## config.mk

```make
export PLATFORM = sky130hd
export DESIGN_NAME = btn_conditioner
export DESIGN_NICKNAME = d
export VERILOG_FILES = /design/src/rtl/btn_pkg.sv /design/src/rtl/btn_channel.sv /design/src/rtl/btn_conditioner.sv
export SDC_FILE = /design/constraint.sdc
export NUM_CORES = 1
export LEC_CHECK = 0
export ABC_CLOCK_PERIOD_IN_PS = 4400
export CAP_MARGIN = 20
export CELL_PAD_IN_SITES_DETAIL_PLACEMENT = 1
export CELL_PAD_IN_SITES_GLOBAL_PLACEMENT = 2
export CORE_ASPECT_RATIO = 0.6
export CORE_MARGIN = 10
export CORE_UTILIZATION = 43
export CTS_CLUSTER_DIAMETER = 80
export CTS_CLUSTER_SIZE = 25
export DETAILED_ROUTE_END_ITERATION = 12
export GPL_TIMING_DRIVEN = 0
export PLACE_DENSITY_LB_ADDON = 0.1
export SETUP_SLACK_MARGIN = 0.5
export SLEW_MARGIN = 20
export SYNTH_ARGS = -nofsm -noshare
export SYNTH_HDL_FRONTEND = slang
export SYNTH_SLANG_ARGS = --single-unit
```

## constraint.sdc

```tcl
create_clock -name clk -period 4.4 [get_ports clk]
set_clock_uncertainty 0.2 [all_clocks]
set_input_delay 0.66 -clock clk [delete_from_list [all_inputs] [get_ports clk]]
set_output_delay 0.66 -clock clk [all_outputs]
set_load 0.01 [all_outputs]
```

## src/rtl/btn_pkg.sv

```systemverilog
// Shared types and default timing for the button conditioner.
// The optional auto-repeat feature is enabled by defining BTN_REPEAT_EN.
package btn_pkg;

    // Per-channel debounce state.
    typedef enum logic [1:0] {
        IDLE_LO = 2'd0,
        ARM_HI  = 2'd1,
        IDLE_HI = 2'd2,
        ARM_LO  = 2'd3
    } btn_state_e;

    // Defaults for the 100 MHz board clock.
    localparam int DEF_NUM_BTN       = 2;
    localparam int DEF_DB_CYCLES     = 1_000_000;   // 10 ms
    localparam int DEF_REPEAT_DELAY  = 50_000_000;  // 500 ms
    localparam int DEF_REPEAT_PERIOD = 10_000_000;  // 100 ms

    // Larger of two sizes; used to size the shared repeat counter.
    function automatic int max_i(input int a, input int b);
        return (a > b) ? a : b;
    endfunction

endpackage

```

## src/rtl/btn_channel.sv

```systemverilog
// One button channel: 2-FF synchroniser, debounce FSM with a saturating
// stability counter, registered level and press/release strobes.
// With BTN_REPEAT_EN defined, a held button also produces auto-repeat presses.
module btn_channel
    import btn_pkg::*;
#(
    parameter int DB_CYCLES     = DEF_DB_CYCLES,
    parameter int REPEAT_DELAY  = DEF_REPEAT_DELAY,
    parameter int REPEAT_PERIOD = DEF_REPEAT_PERIOD
) (
    input  logic       clk,
    input  logic       rst_n,
    input  logic       btn_raw_i,
    output logic       level_o,
    output logic       press_o,
    output logic       release_o,
    output btn_state_e state_o
);

    localparam int               CNT_W   = $clog2(DB_CYCLES + 1);
    localparam logic [CNT_W-1:0] DB_MAX  = CNT_W'(DB_CYCLES);
    localparam logic [CNT_W-1:0] CNT_ONE = CNT_W'(1);

`ifdef BTN_REPEAT_EN
    localparam int               RPT_W         = $clog2(max_i(REPEAT_DELAY, REPEAT_PERIOD) + 1);
    localparam logic [RPT_W-1:0] RPT_DELAY_M1  = RPT_W'(REPEAT_DELAY - 1);
    localparam logic [RPT_W-1:0] RPT_PERIOD_M1 = RPT_W'(REPEAT_PERIOD - 1);
    localparam logic [RPT_W-1:0] RPT_ONE       = RPT_W'(1);

    logic [RPT_W-1:0] rpt_q;        // cycles held since acceptance or last repeat
    logic             rpt_first_q;  // first repeat already emitted
`else
    // Repeat timing is not used in this build; fold it away.
    logic unused_rpt_cfg;
    assign unused_rpt_cfg = ^{REPEAT_DELAY, REPEAT_PERIOD};
`endif

    logic             s1_q;
    logic             s_q;
    btn_state_e       state_q;
    logic [CNT_W-1:0] cnt_q;
    logic             level_q;
    logic             press_q;
    logic             release_q;

    // Two-stage synchroniser; nothing looks at the raw pad before stage 2.
    always_ff @(posedge clk or negedge rst_n) begin
        if (!rst_n) begin
            s1_q <= 1'b0;
            s_q  <= 1'b0;
        end else begin
            s1_q <= btn_raw_i;
            s_q  <= s1_q;
        end
    end

    // Debounce FSM: a change is accepted only after DB_CYCLES+1 consecutive
    // agreeing samples; any opposite sample drops back to the idle state.
    always_ff @(posedge clk or negedge rst_n) begin
        if (!rst_n) begin
            state_q     <= IDLE_LO;
            cnt_q       <= '0;
            level_q     <= 1'b0;
            press_q     <= 1'b0;
            release_q   <= 1'b0;
`ifdef BTN_REPEAT_EN
            rpt_q       <= '0;
            rpt_first_q <= 1'b0;
`endif
        end else begin
            press_q   <= 1'b0;
            release_q <= 1'b0;
            case (state_q)
                IDLE_LO: begin
                    level_q <= 1'b0;
                    if (s_q) begin
                        state_q <= ARM_HI;
                        cnt_q   <= CNT_ONE;
                    end
                end
                ARM_HI: begin
                    if (!s_q) begin
                        state_q <= IDLE_LO;
                        cnt_q   <= '0;
                    end else if (cnt_q == DB_MAX) begin
                        state_q <= IDLE_HI;
                        cnt_q   <= '0;
                        level_q <= 1'b1;
                        press_q <= 1'b1;
                    end else begin
                        cnt_q <= cnt_q + CNT_ONE;
                    end
                end
                IDLE_HI: begin
                    level_q <= 1'b1;
                    if (!s_q) begin
                        state_q <= ARM_LO;
                        cnt_q   <= CNT_ONE;
                    end else begin
`ifdef BTN_REPEAT_EN
                        // First repeat after REPEAT_DELAY held cycles, then every REPEAT_PERIOD.
                        if (rpt_first_q ? (rpt_q == RPT_PERIOD_M1) : (rpt_q == RPT_DELAY_M1)) begin
                            press_q     <= 1'b1;
                            rpt_q       <= '0;
                            rpt_first_q <= 1'b1;
                        end else begin
                            rpt_q <= rpt_q + RPT_ONE;
                        end
`endif
                    end
                end
                ARM_LO: begin
                    // Repeat counter is frozen here, not cleared: a bounce back
                    // to IDLE_HI resumes the repeat schedule.
                    if (s_q) begin
                        state_q <= IDLE_HI;
                        cnt_q   <= '0;
                    end else if (cnt_q == DB_MAX) begin
                        state_q     <= IDLE_LO;
                        cnt_q       <= '0;
                        level_q     <= 1'b0;
                        release_q   <= 1'b1;
`ifdef BTN_REPEAT_EN
                        rpt_q       <= '0;
                        rpt_first_q <= 1'b0;
`endif
                    end else begin
                        cnt_q <= cnt_q + CNT_ONE;
                    end
                end
                default: begin
                    state_q <= IDLE_LO;
                    cnt_q   <= '0;
                end
            endcase
        end
    end

    assign level_o   = level_q;
    assign press_o   = press_q;
    assign release_o = release_q;
    assign state_o   = state_q;

endmodule

```

## src/rtl/btn_conditioner.sv

```systemverilog
// Button conditioner: NUM_BTN independent synchronise/debounce channels
// producing clean levels and one-cycle press/release strobes for the ALU.
// Define BTN_REPEAT_EN to enable auto-repeat presses while a button is held.
module btn_conditioner
    import btn_pkg::*;
#(
    parameter int NUM_BTN       = DEF_NUM_BTN,
    parameter int DB_CYCLES     = DEF_DB_CYCLES,
    parameter int REPEAT_DELAY  = DEF_REPEAT_DELAY,
    parameter int REPEAT_PERIOD = DEF_REPEAT_PERIOD
) (
    input  logic               clk,
    input  logic               rst_n,
    input  logic [NUM_BTN-1:0] btn_raw,
    output logic [NUM_BTN-1:0] btn_level,
    output logic [NUM_BTN-1:0] btn_press,
    output logic [NUM_BTN-1:0] btn_release
);

    // One fully independent channel per button.
    for (genvar i = 0; i < NUM_BTN; i++) begin : g_ch
        btn_state_e dbg_state_unused;

        btn_channel #(
            .DB_CYCLES    (DB_CYCLES),
            .REPEAT_DELAY (REPEAT_DELAY),
            .REPEAT_PERIOD(REPEAT_PERIOD)
        ) u_ch (
            .clk      (clk),
            .rst_n    (rst_n),
            .btn_raw_i(btn_raw[i]),
            .level_o  (btn_level[i]),
            .press_o  (btn_press[i]),
            .release_o(btn_release[i]),
            .state_o  (dbg_state_unused)
        );
    end

endmodule

```

Word-level counts from Yosys, hierarchy flattened
Cells that the tools add are included.

Reduce and logical (&&, ||, !) cells: 8. Equality and inequality tests: 24. Mux-type cells: 46. Add/subtract/negate cells: 2.

Operators by type and width (count): two-way mux 20 bit (10); one-hot mux 20 bit (4 select lines) (2); adder 20 x 1 -> 20 bit (second input constant) (2); equality test 20 bit (second input constant) (2); two-way mux 2 bit (12); two-way mux 1 bit (18); inequality test 2 x 1 -> 1 bit (second input constant) (8); one-hot mux 2 bit (4 select lines) (2); AND reduction 4 bit (4); equality test 2 bit (second input constant) (4); inequality test 2 bit (second input constant) (4); one-hot mux 1 bit (4 select lines) (2); inequality test 3 x 1 -> 1 bit (second input constant) (2); inequality test 3 bit (second input constant) (2); equality test 2 x 1 -> 1 bit (second input constant) (2); logical NOT 2 bit (2); AND reduction 2 bit (2).

Register bits after elaboration: 54. Word-level logic and storage cells: 94. Output and inout bits: 6.

Longest topological paths before layout
Word-level depth: 4. Depth in mapped cells: 8. Gate-level depth less buffers: 7.

Cells and area by module
Synthesis repeated with hierarchy kept, for this count alone.

Cells, all modules: 351. Area, all modules: 3199.3 µm².

Modules (own cells, without submodules): btn_channel (g_ch[0].u_ch) (instances 1, area each 1602.8 µm², seq. area each 675.6 µm², cells an instance 176); btn_channel (g_ch[1].u_ch) (instances 1, area each 1596.5 µm², seq. area each 675.6 µm², cells an instance 175).

Worst setup path after synthesis
OpenSTA, ideal clock, no wires.

Kind: register -> register. From: reg g_ch[0].u_ch.cnt_q[0]. To: reg g_ch[0].u_ch.level_q. Required time: 4.073 ns. Setup slack: 1.941 ns. Clock period less this slack: 2.459 ns. Cell stages (with the launch flop): 8. Arrival: 2.132 ns. Library setup time: 0.127 ns. Path buffers: 0. Path through: dfrtp_1 > inv_1 > ha_1 > or4bb_1 > or3_4 > o31a_1 > a21oi_2 > mux2_1.

Cells in the longest elaborated chain, start to end: 3. Elaborated cells on any way between the ends: 4. Those cells by class: eq/ne (3); reduce/logical (1).

RTL lines: from (decl) (RTL line btn_channel.sv:41) `logic [CNT_W-1:0] cnt_q;`; from (signal assigned) (RTL line btn_channel.sv:91) `cnt_q <= cnt_q + CNT_ONE;`; from (signal assigned) (RTL line btn_channel.sv:128) `cnt_q <= cnt_q + CNT_ONE;`; equality test 20 bit (*) (RTL line btn_channel.sv:85, btn_channel.sv:118); inequality test 2 x 1 -> 1 bit (no line); AND reduction 4 bit (no line) (*); to (signal assigned) (RTL line btn_channel.sv:88) `level_q <= 1'b1;`; to (signal assigned) (RTL line btn_channel.sv:95) `level_q <= 1'b1;`; to (signal assigned) (RTL line btn_channel.sv:121) `level_q <= 1'b0;`; to (decl) (RTL line btn_channel.sv:42) `logic level_q;`.

Every way passes the cells marked *; elsewhere a longest branch is shown, timed or not. A chain may end at the register's enable or synchronous reset.

Worst setup path after layout
From: reg g_ch[0].u_ch.state_q[0]. To: reg g_ch[0].u_ch.cnt_q[6].

Cells in the longest elaborated chain, start to end: 3. Elaborated cells on any way between the ends: 8. Those cells by class: eq/ne (5); mux (1); reduce/logical (2).

RTL lines: from (decl) (RTL line btn_channel.sv:40) `btn_state_e state_q;`; from (signal assigned) (RTL line btn_channel.sv:61) `state_q <= IDLE_LO;`; from (signal assigned) (RTL line btn_channel.sv:77) `state_q <= ARM_HI;`; from (signal assigned) (RTL line btn_channel.sv:83) `state_q <= IDLE_LO;`; equality test 2 bit / logical NOT 2 bit (equally long branches) (RTL line btn_channel.sv:73) `case (state_q)`; inequality test 2 bit (no line) / inequality test 2 x 1 -> 1 bit (equally long branches); AND reduction 2 bit (no line).

Parallel ways exist; a longest one is shown, timed or not.

==> impl_metrics.csv <==
group,metric,value,unit
cts,cts_made_buffers,5,
run,max_cap_violations,0,
place,post-place-ws,1.72,ns
finish,diodes,0,
power,seq_power_share,0.330,
power,power_density,512,nW/um2
worst_setup_path,worst_setup_path_end_kind,"register",
place,place_congestion,0.820,
timing,period_share,0.626,
worst_setup_path,crit_type,"reg2reg",
yosys,synth.avg_cell_area,9.64,um2
power,p_sw_frac,0.396,
worst_setup_path,path_buf_inv,2,
cts,cts.path.max_buffers,2,
cts,clock-sinks,54,
power,pwr-share-comb,0.447,
floorplanning,die_h,86.8,um
timing,worstMarginPinSlew,1.02,ns
worst_setup_path,regToRegSetupSlack,1.64,ns
power,p_leak,0.00166,uW
worst_setup_path,critPathMaxStageDelay,0.81,ns
floorplanning,die-width,131,um
cts,cts_tree,"built",
timing,setup_viol,0,
floorplanning,io_pins,10,
yosys,synthArstFlopShare,1.00,
cts,cts_max_level,2,
finish,layout.nets,365,
worst_setup_path,critPathLaunch,"g_ch[0].u_ch.state_o[0]$_DFFE_PN0P_",
power,ir_drop,0.000314,V
grt,grt.overflow.total,0,
yosys,synth_top_area_share,0.422,
place,dp_hpwl,6.55,mm
grt,grt_pass1_wl,14.7,mm
timing,max_freq,363,MHz
finish,area_growth,12.0,%
worst_setup_path,crit_required,4.38,ns
timing,min_period,2.76,ns
worst_setup_path,crit_fanout,10,
yosys,syn_inst,332,
cts,post_cts_resized,0,
timing,layout_setup_ws,1.64,ns
grt,antenna_found_initial,0,
timing,drv_slew,0,
worst_setup_path,cp_slowest_cell,"mux2i_1",
timing,max_slew_margin,0.297,
detailed_routing,wl_per_cell,19.1,um
yosys,ys_seq_area_frac,0.422,
yosys,yosys_warnings,0,
floorplanning,core,7240,um2
detailed_routing,drc,0,
worst_setup_path,path_cells,"inv_1 > ha_1 > mux2i_1 > clkbuf_1 > o21ai_0 > o2bb2ai_1",
yosys,synth.distinct_cells,55,
floorplanning,die_area,11400,um2
status,status,"finished, final reports clean",
power,p_int,1110,uW
timing,finalHoldViolations,0,
grt,grt_usage,0.158,
timing,rsz0062_at_grt,"false",
power,clockPowerShare,0.223,
grt,grt_pass1_vias,2733,
cts,cts_root_buffer,"clkbuf_16",
yosys,synth_fp_nets,348,
yosys,synth_seq_cells,54,
detailed_routing,firstDrtPassIters,4,
detailed_routing,ant_nets,0,
detailed_routing,drt_iter0_markers,171,
grt,grt_max_degree,36,
worst_setup_path,regToRegStartpoint,"g_ch[0].u_ch.state_o[0]$_DFFE_PN0P_",
floorplanning,initial_core_util,0.442,
worst_setup_path,arrival,2.74,ns
floorplanning,rows,24,
worst_setup_path,cpLargestDelayFamily,"multiplexers",
finish,layout-drive-gt1-share,0.109,
min_path,hold_path_class,"in2async",
finish,final_util,0.495,
detailed_routing,vias,2683,
timing,hold_slack,0.0383,ns
yosys,synth-main-ff-cell,"dfrtp_1",
yosys,synth_area_leaders,"dfrtp_1 (42%), ha_1 (4.7%), a21o_1 (3.5%)",
place,port_buffers,9,
timing,finalSetupTns,0,ns
yosys,synth-edff-count,0,
cts,clkLatencyLatePin,0.29,ns
power,p_total,1830,uW
detailed_routing,vias_per_cell,5.91,
power,switchingPower,726,uW
cts,ctsHoldBuffers,0,
worst_setup_path,start_kind,"register",
detailed_routing,wl,8.67,mm
cts,clkTransAtPathRegs,0.07,ns
yosys,synth_top_cell_by_area,"dfrtp_1",
cts,post-cts-setup-buffers,0,
yosys,syn_area,3200,um2
[routing by layer]
| metal | share of wire | GRT usage | vias up |
|---|---|---|---|
| li1 | - | - | 1251 |
| met1 | 0.56 | 0.241 | 1369 |
| met2 | 0.38 | 0.216 | 55 |
| met3 | 0.050 | 0.0410 | 8 |
| met4 | 0.0068 | 0.0271 | 0 |
| met5 | 0 | 0 | - |
[synth_stat cells, types with 6 or more instances]
cell and instances:
and3_1 11, nand3_1 14, ha_1 12, mux2i_1 6
o21ai_0 15, o21ai_1 7, dfrtp_1 54, a21oi_1 8
nor4_1 6, o2bb2ai_1 8, a22o_1 12, a21o_1 15
buf_4 8, nor3_1 8, nand2_1 24, inv_1 14
nand4_1 12, nor2_1 27, nand2b_1 6
[layout by cell type, fill, tap and decap left out, types with 2 or more instances in the layout]
master / count
dfrtp_1: 54
nor4_1: 6
nand3_2: 2
nor3b_1: 2
clkbuf_16: 5
and2_1: 5
or3_1: 3
buf_4: 9
o21ai_1: 7
a22o_1: 12
o21ai_0: 15
clkdlybuf4s50_1: 8
nand4_1: 12
and3_1: 11
a31oi_1: 3
buf_6: 3
clkbuf_1: 6
a21o_1: 15
nand3_1: 14
o211ai_1: 4
a211o_1: 2
nand2b_1: 6
nor3_1: 8
a21oi_1: 8
inv_1: 14
and4_1: 3
nor2_1: 27
nor2b_1: 4
o2bb2ai_1: 8
nor4b_1: 3
nand2_1: 24
mux2i_1: 6
mux2_2: 3
ha_1: 12
[worst reg2reg max path, cell delays in order (launching register included)]
cell and delay, ns:
dfrtp_1 0.45, inv_1 0.09, ha_1 0.24, mux2i_1 0.81, clkbuf_1 0.50, o21ai_0 0.19, o2bb2ai_1 0.17
[metrics by stage]
step / cell area [um2] / std cells
after global routing: 3580 / 454
after global placement: 3420 / 445
after CTS: 3580 / 454
final: 3580 / 454
after detailed placement: 3440 / 446
after floorplan: 3200 / 332
[final timing paths]
path | end | depth (start not counted)
max reg2reg | g_ch[0].u_ch.cnt_q[6]$_DFFE_PN0P_ | 6
min | g_ch[1].u_ch.s_q$_DFF_PN0_ | 1
min reg2reg | g_ch[1].u_ch.s_q$_DFF_PN0_ | 0
max in group asynchronous | g_ch[1].u_ch.cnt_q[15]$_DFFE_PN0P_ | 2
max | g_ch[0].u_ch.cnt_q[6]$_DFFE_PN0P_ | 6
min in group clk | g_ch[1].u_ch.s_q$_DFF_PN0_ | 0
[registers in the layout, summed over array words and instances, names as in the netlist, named ones only]
| signal | count |
|---|---|
| g_ch.u_ch.s1_q | 2 |
| g_ch.u_ch.press_o | 2 |
| g_ch.u_ch.s_q | 2 |
| g_ch.u_ch.level_o | 2 |
| g_ch.u_ch.state_o | 2 |
| g_ch.u_ch.cnt_q | 40 |
| g_ch.u_ch.release_o | 2 |
[kinds of logic (layout without fill, tap and decap cells)]
group           Yosys count  count (layout)  synth area share
mux                      11              11            0.0375
fa+ha+maj                12              12            0.0469
compound gates           84              84             0.193
flops                    54              54             0.422
simple gates            140             140             0.247
buf+inv                  31              49            0.0532
[power groups by stage]
stage          Clock, uW  Sequential [uW]  Combinational [uW]
3_3_place_gp           0              610                 793
6_report             410              605                 819
3_5_place_dp           0              615                 820
5_1_grt              447              614                 917
2_1_floorplan          0              598                 588
4_1_cts              419              606                 825
[cell type report]
cell class	count	area [um2]
plain buffers	17	118
clock buffers	7	143
clock inverters	1	5.00
fillers	836	3650
inverters	14	52.6
multi-input cells	247	1680
flip-flops and latches	54	1350
well taps	104	130
repair buffers	10	108
Power figures use the tool's default switching activity.
